File: src/rtl/rmii_pkg.sv
// Shared definitions for the RMII transmit path: FSM state encodings,
// preamble/SFD bytes, CRC-32 constants, default timing parameters and the
// binary-to-gray helper used by the monitor counters.
package rmii_pkg;

  typedef enum logic [2:0] {
    S_IDLE     = 3'd0,
    S_PREAMBLE = 3'd1,
    S_BODY     = 3'd2,
    S_FCS      = 3'd3,
    S_IFG      = 3'd4
  } tx_state_e;

  localparam logic [7:0]  PREAMBLE_BYTE = 8'h55;
  localparam logic [7:0]  SFD_BYTE      = 8'hD5;
  localparam logic [31:0] CRC_INIT      = 32'hFFFF_FFFF;
  localparam logic [31:0] CRC_POLY_REFL = 32'hEDB8_8320;

  localparam int IFG_BYTES_DFLT      = 12;
  localparam int PREAMBLE_BYTES_DFLT = 7;

  function automatic logic [15:0] bin2gray(input logic [15:0] bin);
    return bin ^ (bin >> 1);
  endfunction

endpackage

File: src/rtl/rmii_tx_crc32.sv
// Dibit-serial reflected CRC-32 (Ethernet FCS). Each enabled cycle folds in
// two bits, i_data[0] first, matching the LSB-first order on the wire.
// Only compiled when RMII_TX_FCS_EN is defined; without it the frame in the
// FIFO already carries its FCS and no CRC logic exists.
`ifdef RMII_TX_FCS_EN
module rmii_tx_crc32
  import rmii_pkg::*;
(
  input  logic        REF_CLK,
  input  logic        arst_n,
  input  logic        i_init,
  input  logic        i_en,
  input  logic [1:0]  i_data,
  output logic [31:0] o_crc
);

  logic [31:0] r_crc;
  logic [31:0] w_crc_nxt;

  // Two LFSR steps per cycle, one per dibit bit.
  always_comb begin
    w_crc_nxt = r_crc;
    for (int i = 0; i < 2; i++) begin
      w_crc_nxt = (w_crc_nxt >> 1) ^ ((w_crc_nxt[0] ^ i_data[i]) ? CRC_POLY_REFL : 32'h0);
    end
  end

  // CRC state: seeded while no body is being sent, advanced per body dibit.
  always_ff @(posedge REF_CLK or negedge arst_n) begin
    if (!arst_n) begin
      r_crc <= CRC_INIT;
    end else if (i_init) begin
      r_crc <= CRC_INIT;
    end else if (i_en) begin
      r_crc <= w_crc_nxt;
    end
  end

  assign o_crc = r_crc;

endmodule
`endif

File: src/rtl/rmii_tx.sv
// RMII transmitter: pulls frame bytes from a FWFT FIFO, sends preamble/SFD
// and body as dibits on TXD1:TXD0 with TX_EN, optionally appends the FCS
// (macro RMII_TX_FCS_EN), and holds the inter-frame gap.
//
// state       | meaning
// ------------+--------------------------------------------------------
// S_IDLE      | line quiet, waiting for a complete frame in the FIFO
// S_PREAMBLE  | PREAMBLE_BYTES x 0x55 then 0xD5
// S_BODY      | one FIFO byte per 4 cycles, popped on dibit 0
// S_FCS       | 16 dibits of the complemented CRC (FCS build only)
// S_IFG       | line quiet for the gap; frame_avail ignored
//
// Outputs are registered from the current state, so the wire lags the FSM
// by one cycle. S_IFG lasts one cycle less than the gap because S_IDLE
// always adds one quiet cycle before the next preamble.
module rmii_tx
  import rmii_pkg::*;
#(
  parameter int IFG_BYTES      = IFG_BYTES_DFLT,
  parameter int PREAMBLE_BYTES = PREAMBLE_BYTES_DFLT
) (
  input  logic        REF_CLK,
  input  logic        arst_n,
  input  logic        fifo_empty,
  input  logic [7:0]  fifo_dout,
  input  logic        fifo_EOD_out,
  input  logic        frame_avail,
  output logic        fifo_rden,
  output logic        TX_EN,
  output logic        TXD0,
  output logic        TXD1,
  output logic [15:0] succ_tx_count_gray,
  output logic [15:0] underrun_count_gray
);

  localparam logic [15:0] TMR_PRE = 16'(PREAMBLE_BYTES);
  localparam logic [15:0] TMR_IFG = 16'(4 * IFG_BYTES - 2);
  localparam logic [15:0] TMR_FCS = 16'd3;

  tx_state_e   r_state;
  tx_state_e   w_state_nxt;
  logic [1:0]  r_cnt;
  logic [1:0]  w_cnt_nxt;
  logic [15:0] r_tmr;
  logic [15:0] w_tmr_nxt;
  logic [7:0]  r_shift;
  logic        r_eod;
  logic        r_tx_en;
  logic [1:0]  r_txd;
  logic [15:0] r_succ;
  logic [15:0] r_underrun;

  logic        w_tx_en_nxt;
  logic [1:0]  w_txd_nxt;
  logic        w_rden;
  logic        w_succ_inc;
  logic        w_under_inc;
  logic [7:0]  w_pre_byte;
  logic [7:0]  w_body_byte;

`ifdef RMII_TX_FCS_EN
  logic [31:0] w_crc;
  logic        w_crc_init;
  logic        w_crc_en;
  logic [4:0]  w_fcs_idx;

  // r_tmr counts FCS bytes down from 3, so ~r_tmr is the byte index.
  assign w_fcs_idx  = {~r_tmr[1:0], r_cnt, 1'b0};
  assign w_crc_init = (r_state == S_IDLE) || (r_state == S_PREAMBLE);
  assign w_crc_en   = (r_state == S_BODY) && w_tx_en_nxt;

  rmii_tx_crc32 u_crc (
    .REF_CLK (REF_CLK),
    .arst_n  (arst_n),
    .i_init  (w_crc_init),
    .i_en    (w_crc_en),
    .i_data  (w_txd_nxt),
    .o_crc   (w_crc)
  );
`endif

  assign w_pre_byte  = (r_tmr == 16'd0) ? SFD_BYTE : PREAMBLE_BYTE;
  assign w_body_byte = (r_cnt == 2'd0) ? fifo_dout : r_shift;

  // Next state, timer, next wire value and pop/count strobes.
  always_comb begin
    w_state_nxt = r_state;
    w_cnt_nxt   = 2'(r_cnt + 2'd1);
    w_tmr_nxt   = r_tmr;
    w_tx_en_nxt = 1'b0;
    w_txd_nxt   = 2'b00;
    w_rden      = 1'b0;
    w_succ_inc  = 1'b0;
    w_under_inc = 1'b0;
    case (r_state)
      S_IDLE: begin
        w_cnt_nxt = 2'd0;
        if (frame_avail) begin
          w_state_nxt = S_PREAMBLE;
          w_tmr_nxt   = TMR_PRE;
        end
      end
      S_PREAMBLE: begin
        w_tx_en_nxt = 1'b1;
        w_txd_nxt   = w_pre_byte[{r_cnt, 1'b0} +: 2];
        if (r_cnt == 2'd3) begin
          if (r_tmr == 16'd0) begin
            w_state_nxt = S_BODY;
          end else begin
            w_tmr_nxt = r_tmr - 16'd1;
          end
        end
      end
      S_BODY: begin
        if ((r_cnt == 2'd0) && fifo_empty) begin
          w_under_inc = 1'b1;
          w_state_nxt = S_IFG;
          w_tmr_nxt   = TMR_IFG;
          w_cnt_nxt   = 2'd0;
        end else begin
          w_tx_en_nxt = 1'b1;
          w_txd_nxt   = w_body_byte[{r_cnt, 1'b0} +: 2];
          w_rden      = (r_cnt == 2'd0);
          if ((r_cnt == 2'd3) && r_eod) begin
`ifdef RMII_TX_FCS_EN
            w_state_nxt = S_FCS;
            w_tmr_nxt   = TMR_FCS;
`else
            w_state_nxt = S_IFG;
            w_tmr_nxt   = TMR_IFG;
            w_succ_inc  = 1'b1;
`endif
          end
        end
      end
`ifdef RMII_TX_FCS_EN
      S_FCS: begin
        w_tx_en_nxt = 1'b1;
        w_txd_nxt   = ~w_crc[w_fcs_idx +: 2];
        if (r_cnt == 2'd3) begin
          if (r_tmr == 16'd0) begin
            w_state_nxt = S_IFG;
            w_tmr_nxt   = TMR_IFG;
            w_succ_inc  = 1'b1;
          end else begin
            w_tmr_nxt = r_tmr - 16'd1;
          end
        end
      end
`endif
      S_IFG: begin
        w_cnt_nxt = 2'd0;
        if (r_tmr == 16'd0) begin
          w_state_nxt = S_IDLE;
        end else begin
          w_tmr_nxt = r_tmr - 16'd1;
        end
      end
      default: begin
        w_state_nxt = S_IFG;
        w_tmr_nxt   = TMR_IFG;
        w_cnt_nxt   = 2'd0;
      end
    endcase
  end

  // FSM state, dibit counter and shared down-counter.
  always_ff @(posedge REF_CLK or negedge arst_n) begin
    if (!arst_n) begin
      r_state <= S_IDLE;
      r_cnt   <= 2'd0;
      r_tmr   <= 16'd0;
    end else begin
      r_state <= w_state_nxt;
      r_cnt   <= w_cnt_nxt;
      r_tmr   <= w_tmr_nxt;
    end
  end

  // Body byte and its end-of-frame flag, captured on the pop.
  always_ff @(posedge REF_CLK or negedge arst_n) begin
    if (!arst_n) begin
      r_shift <= 8'h00;
      r_eod   <= 1'b0;
    end else if (w_rden) begin
      r_shift <= fifo_dout;
      r_eod   <= fifo_EOD_out;
    end
  end

  // Registered RMII outputs.
  always_ff @(posedge REF_CLK or negedge arst_n) begin
    if (!arst_n) begin
      r_tx_en <= 1'b0;
      r_txd   <= 2'b00;
    end else begin
      r_tx_en <= w_tx_en_nxt;
      r_txd   <= w_txd_nxt;
    end
  end

  // Monitor counters, free-running with natural 16-bit wrap.
  always_ff @(posedge REF_CLK or negedge arst_n) begin
    if (!arst_n) begin
      r_succ     <= 16'd0;
      r_underrun <= 16'd0;
    end else begin
      if (w_succ_inc) begin
        r_succ <= r_succ + 16'd1;
      end
      if (w_under_inc) begin
        r_underrun <= r_underrun + 16'd1;
      end
    end
  end

  assign fifo_rden           = w_rden;
  assign TX_EN               = r_tx_en;
  assign TXD0                = r_txd[0];
  assign TXD1                = r_txd[1];
  assign succ_tx_count_gray  = bin2gray(r_succ);
  assign underrun_count_gray = bin2gray(r_underrun);

endmodule

File: config.mk
export PLATFORM = sky130hd
export DESIGN_NAME = rmii_tx
export DESIGN_NICKNAME = d
export VERILOG_FILES = /design/src/rtl/rmii_pkg.sv /design/src/rtl/rmii_tx_crc32.sv /design/src/rtl/rmii_tx.sv
export SDC_FILE = /design/constraint.sdc
export NUM_CORES = 1
export LEC_CHECK = 0
export CAP_MARGIN = 5
export CORE_MARGIN = 5
export CORE_UTILIZATION = 55
export DETAILED_ROUTE_END_ITERATION = 12
export GPL_TIMING_DRIVEN = 0
export HOLD_SLACK_MARGIN = 0.06
export MAX_ROUTING_LAYER = met4
export PLACE_DENSITY = 0.87
export SYNTH_ARGS = -nofsm -noshare
export SYNTH_HDL_FRONTEND = slang
export SYNTH_SLANG_ARGS = --single-unit
File: constraint.sdc
create_clock -name REF_CLK -period 4.4 [get_ports REF_CLK]
set_input_delay 1.1 -clock REF_CLK [delete_from_list [all_inputs] [get_ports REF_CLK]]
set_output_delay 1.1 -clock REF_CLK [all_outputs]
set_load 0.02 [all_outputs]
== Word-level counts from Yosys, hierarchy flattened ==
Cells that the tools add are included.
Operators by class
  $add $sub $neg: 4
  div/mod/pow operators: 0
  order comparisons: 0
  bitwise logic cells: 2
  eq/ne operators: 9
  shift operators: 2
  reductions and logical operators: 7
  muxes and demuxes: 28
  $mul: 0
Operators with widths (count)
  two-way mux 16 bit: 5
  one-hot mux 16 bit (4 select lines): 1
  adder 16 x 1 -> 16 bit, second input constant: 2
  XOR 16 x 15 -> 16 bit: 2
  two-way mux 3 bit: 6
  logical NOT 16 bit: 1
  two-way mux 8 bit: 2
  variable part select 8 x 4 -> 2 bit: 2
  subtractor 16 x 1 -> 16 bit, second input constant: 1
  one-hot mux 3 bit (4 select lines): 1
  two-way mux 1 bit: 8
  != test 2 bit, second input constant: 4
  one-hot mux 2 bit (2 select lines): 2
  AND reduction 5 bit: 1
  two-way mux 2 bit: 2
  == test 3 x 1 -> 1 bit, second input constant: 1
  == test 3 x 2 -> 1 bit, second input constant: 1
  == test 3 bit, second input constant: 1
  logical NOT 3 bit: 1
  != test 3 bit, second input constant: 1
  AND reduction 3 bit: 1
  adder 2 x 1 -> 2 bit, second input constant: 1
  == test 2 bit, second input constant: 1
  logical AND 1 bit: 2
  other kinds (2): 2
Word-level totals
  latch bits: 0
  ROM bits: 0
  memory bits (writable): 0
  bits of input ports: 13
  bits in registers: 65
  memories: 0

== Longest topological paths before layout ==
  depth after elaboration: 5
  gate-level depth with buffers: 10
  mapped depth without buffers: 7

== Worst setup path after synthesis ==
No wires, ideal clock.
  path kind: input port to output port
  start: input fifo_empty
  end: output fifo_rden
  setup slack: 1.779 ns
  stages: 1
  data required time: 3.300 ns
  arrival: 1.521 ns
  cell sequence: nor2_2
Between the ends
  cells in the longest elaborated chain, start to end: 3
RTL lines
  start, declared: line rmii_tx.sv:24  | input logic fifo_empty,
  logical AND 1 bit: line rmii_tx.sv:115  | if ((r_cnt == 2'd0) && fifo_empty) begin
  two-way mux 1 bit: line rmii_tx.sv:115
  two-way mux 1 bit: line rmii_tx.sv:95  | case (r_state)
  end, declared: line rmii_tx.sv:28  | output logic fifo_rden,
Every way passes these cells.

== Worst setup path after layout ==
Ends and elaborated chain as after synthesis.

==> run summary <==
Core Region: 6310 um^2
min setup slack post-route: 0.528 ns
multiplexer area fraction after synthesis: 6.25%
register area share after synthesis: 45.7%
VDD IR max: 0.000258 V
Die ar.: 8190 um^2
reg2reg end: r_tmr[6]$_DFFE_PN0P_
post-DR wirelength/cell: 15.7 um
Final nets: 430
leak pwr: 2.08 nW
CTS tree: done
largest net degree at the start of global routing: 66
Clock Skews: 0.00912 ns
placer congestion estimate: 0.864
final slew viol count: 0
Rel. slew slack: 46.0%
XOR/XNOR Fraction of Synth Area: 8.11%
setup TNS: 0 ns
Worst setup startpoint: fifo_empty
Synthesized Nets: 371
Async SR Flop Fraction: 100%
clock transition at the registers of the reported paths: 0.06 ns
worst path cell trace: clkdlybuf4s50_1 -> nor2_2 -> clkdlybuf4s50_1
post-CTS setup buffer count: 0
CP endpoint: fifo_rden
post-route design area: 4320 um^2
Arr. time, crit path: 2.77 ns
worst-margin pin slew: 0.803 ns
Hold WS: 0.492 ns
WHS Path Cells: 1
EDFF count, synth: 0
CP Depth: 3
Starting DRT DRC Count: 188
residual DRC count: 0
power density over the cells: 266 nW/um^2
vias per inst: 5.88
CTS Buf Count: 9
Synth Area in Compound Gates: 9.31%
yosys warns: 0
Root Driver: clkbuf_8
layout cells sized above 1: 12.8%
Simple-Gate Fraction of Synth Area: 17.5%
critical path's most frequent cell: clkdlybuf4s50_1
main combinational cell family by area after synthesis: simple AND/OR/NAND/NOR gates
Worst Path Buf+Inv: 2
initial antenna violation count: 0
unrepaired setup endpoints after global routing: false
DRT Pass-1 Iters: 4
worst r2r path cells: 10
later-pin clock latency in the skew report: 0.35 ns
Sink Count: 65
CP max stage delay: 0.70 ns
first-pass GRT wire length: 12800 um
fin util: 68.4%
Synth-to-Final Area Change: 21.2%
FF-to-FF Start: r_cnt[0]$_DFF_PN0_
Port Buf Inserts: 48
Yosys cell types: 50
IO Count: 49
crit path kind: input pin to primary output
slack of the worst reg-to-reg path: 1.57 ns
grt ovf: 0
Final Cycle Share: 88.0%
Max Cap Viol: 0
die width: 90.5 um
CP max-delay cell: clkdlybuf4s50_1
post-layout min period: 3.87 ns
H-Tree Depth: 3
Antenna Diode Count: 0
clk buf depth: 2
Synth Area in Adders: 10.9%
Tot GR Track Use: 19.4%
cell area after synthesis: 3560 um^2
Routed WL: 7370 um
final setup fails: 0
CP max FO: 10
Site Rows: 29
status: completed
Worst Hold Class: register to register
Mapped Avg Cell Area: 10.9 um^2
cell family with most CP delay: buffers and inverters
DP Worst Slack: 0.542 ns
synthesis-stage register bit count: 65
Top FF cell, synth: dfrtp_1
Req. time, crit path: 3.30 ns
max frequency: 0.258 GHz
vias: 2751
PostCTS Resize Cnt: 0
die height: 90.5 um
cts hold-fix bufs: 0
vias in the first global route: 2801
Mapped Cells: 327
Final Hold Viols: 0
Antenna Nets Post-Route: 0
DP HPWL: 5330 um
CP Capture Type: primary output
dpl cell area: 4140 um^2
CP Launch Type: input pin
Initial Utilization: 56.4%
Hold Startpoint: r_tmr[11]$_DFFE_PN0P_
==> how the worst min path moves through the flow <==
| stage | end | slack (ns) |
|---|---|---|
| final | r_tmr[11]$_DFFE_PN0P_ | 0.49 |
| after global routing | r_tmr[11]$_DFFE_PN0P_ | 0.51 |
| after CTS | r_tmr[11]$_DFFE_PN0P_ | 0.49 |
| after detailed placement | r_tmr[11]$_DFFE_PN0P_ | 0.48 |
| after global placement | r_tmr[11]$_DFFE_PN0P_ | 0.48 |
| after floorplan | r_tmr[11]$_DFFE_PN0P_ | 0.45 |
==> cell type report <==
cell class	instances	area [um^2]
repair buffers	48	478
fillers	481	2000
well taps	77	96.3
plain buffers	11	61.3
inverters	5	18.8
clock inverters	5	30.0
multi-input cells	246	1860
flip-flops and latches	65	1630
clock buffers	11	151
==> sequential cells by signal (all words and copies together), names as in the netlist, 2 cells and up <==
signal and cells:
r_tmr 16, r_underrun 16, r_txd 2, r_shift 8, r_state 3, r_cnt 2
r_succ 16
==> Yosys cell counts, types with 3 or more instances <==
library cell	number	area share, %
dfrtp_1	65	46
nor2_1	17	1.8
xnor2_1	22	5.4
a21oi_1	12	1.7
o21ai_0	25	3.5
a31oi_1	9	1.6
clkbuf_1	3	0.32
nand2_1	24	2.5
nand3_1	18	2.5
nor4_1	3	0.53
mux2_2	10	3.2
xor2_1	11	2.7
inv_1	5	0.53
buf_4	4	0.84
mux4_2	4	2.5
nand4_1	12	2.1
ha_1	31	11
buf_2	3	0.42
nor3_1	11	1.5
==> per-layer routing <==
metal	share of wire (%)	wire (um)	global-route usage [%]	vias up
met5	0	0	-	-
met1	43	3150	23.6	1326
met2	50	3660	32.1	97
met3	5.9	434	4.17	18
li1	-	-	-	1310
met4	1.7	123	6.45	0
==> report_power, final <==
group / internal (W) / total, W / switching, W / leakage [nW]
registers: 0.000604 / 0.000611 / 0.00000655 / 0.888
logic: 0.0000285 / 0.0000667 / 0.0000382 / 1.10
clock network: 0.000232 / 0.000469 / 0.000237 / 0.0911
total: 0.000865 / 0.00115 / 0.000281 / 2.08
==> through the flow <==
step	cells	power, W
after floorplan	327	0.000655
after global placement	452	0.000686
after detailed placement	452	0.000689
after CTS	468	0.00115
after global routing	468	0.00119
final	468	0.00115
==> cell usage in the layout (no fill, tap or decap), drive strengths merged, types with 3 or more instances in the layout <==
cell and n:
mux2 10, buf 8, a31oi 9, dfrtp 65
nor4 4, nand4 12, nor2 18, a21oi 12
nor3b 3, mux4 4, clkbuf 15, xor2 11
nand2 24, nand3 19, clkdlybuf4s50 47, o21ai 25
ha 31, inv 5, clkinv 3, nor3 13
xnor2 22
==> cell families after synthesis <==
group | count (synthesis)
mux | 16
xor+xnor | 33
flops | 65
simple gates | 109
compound gates | 57
fa+ha+maj | 31
buf+inv | 16
Power figures use the tool's default switching activity.
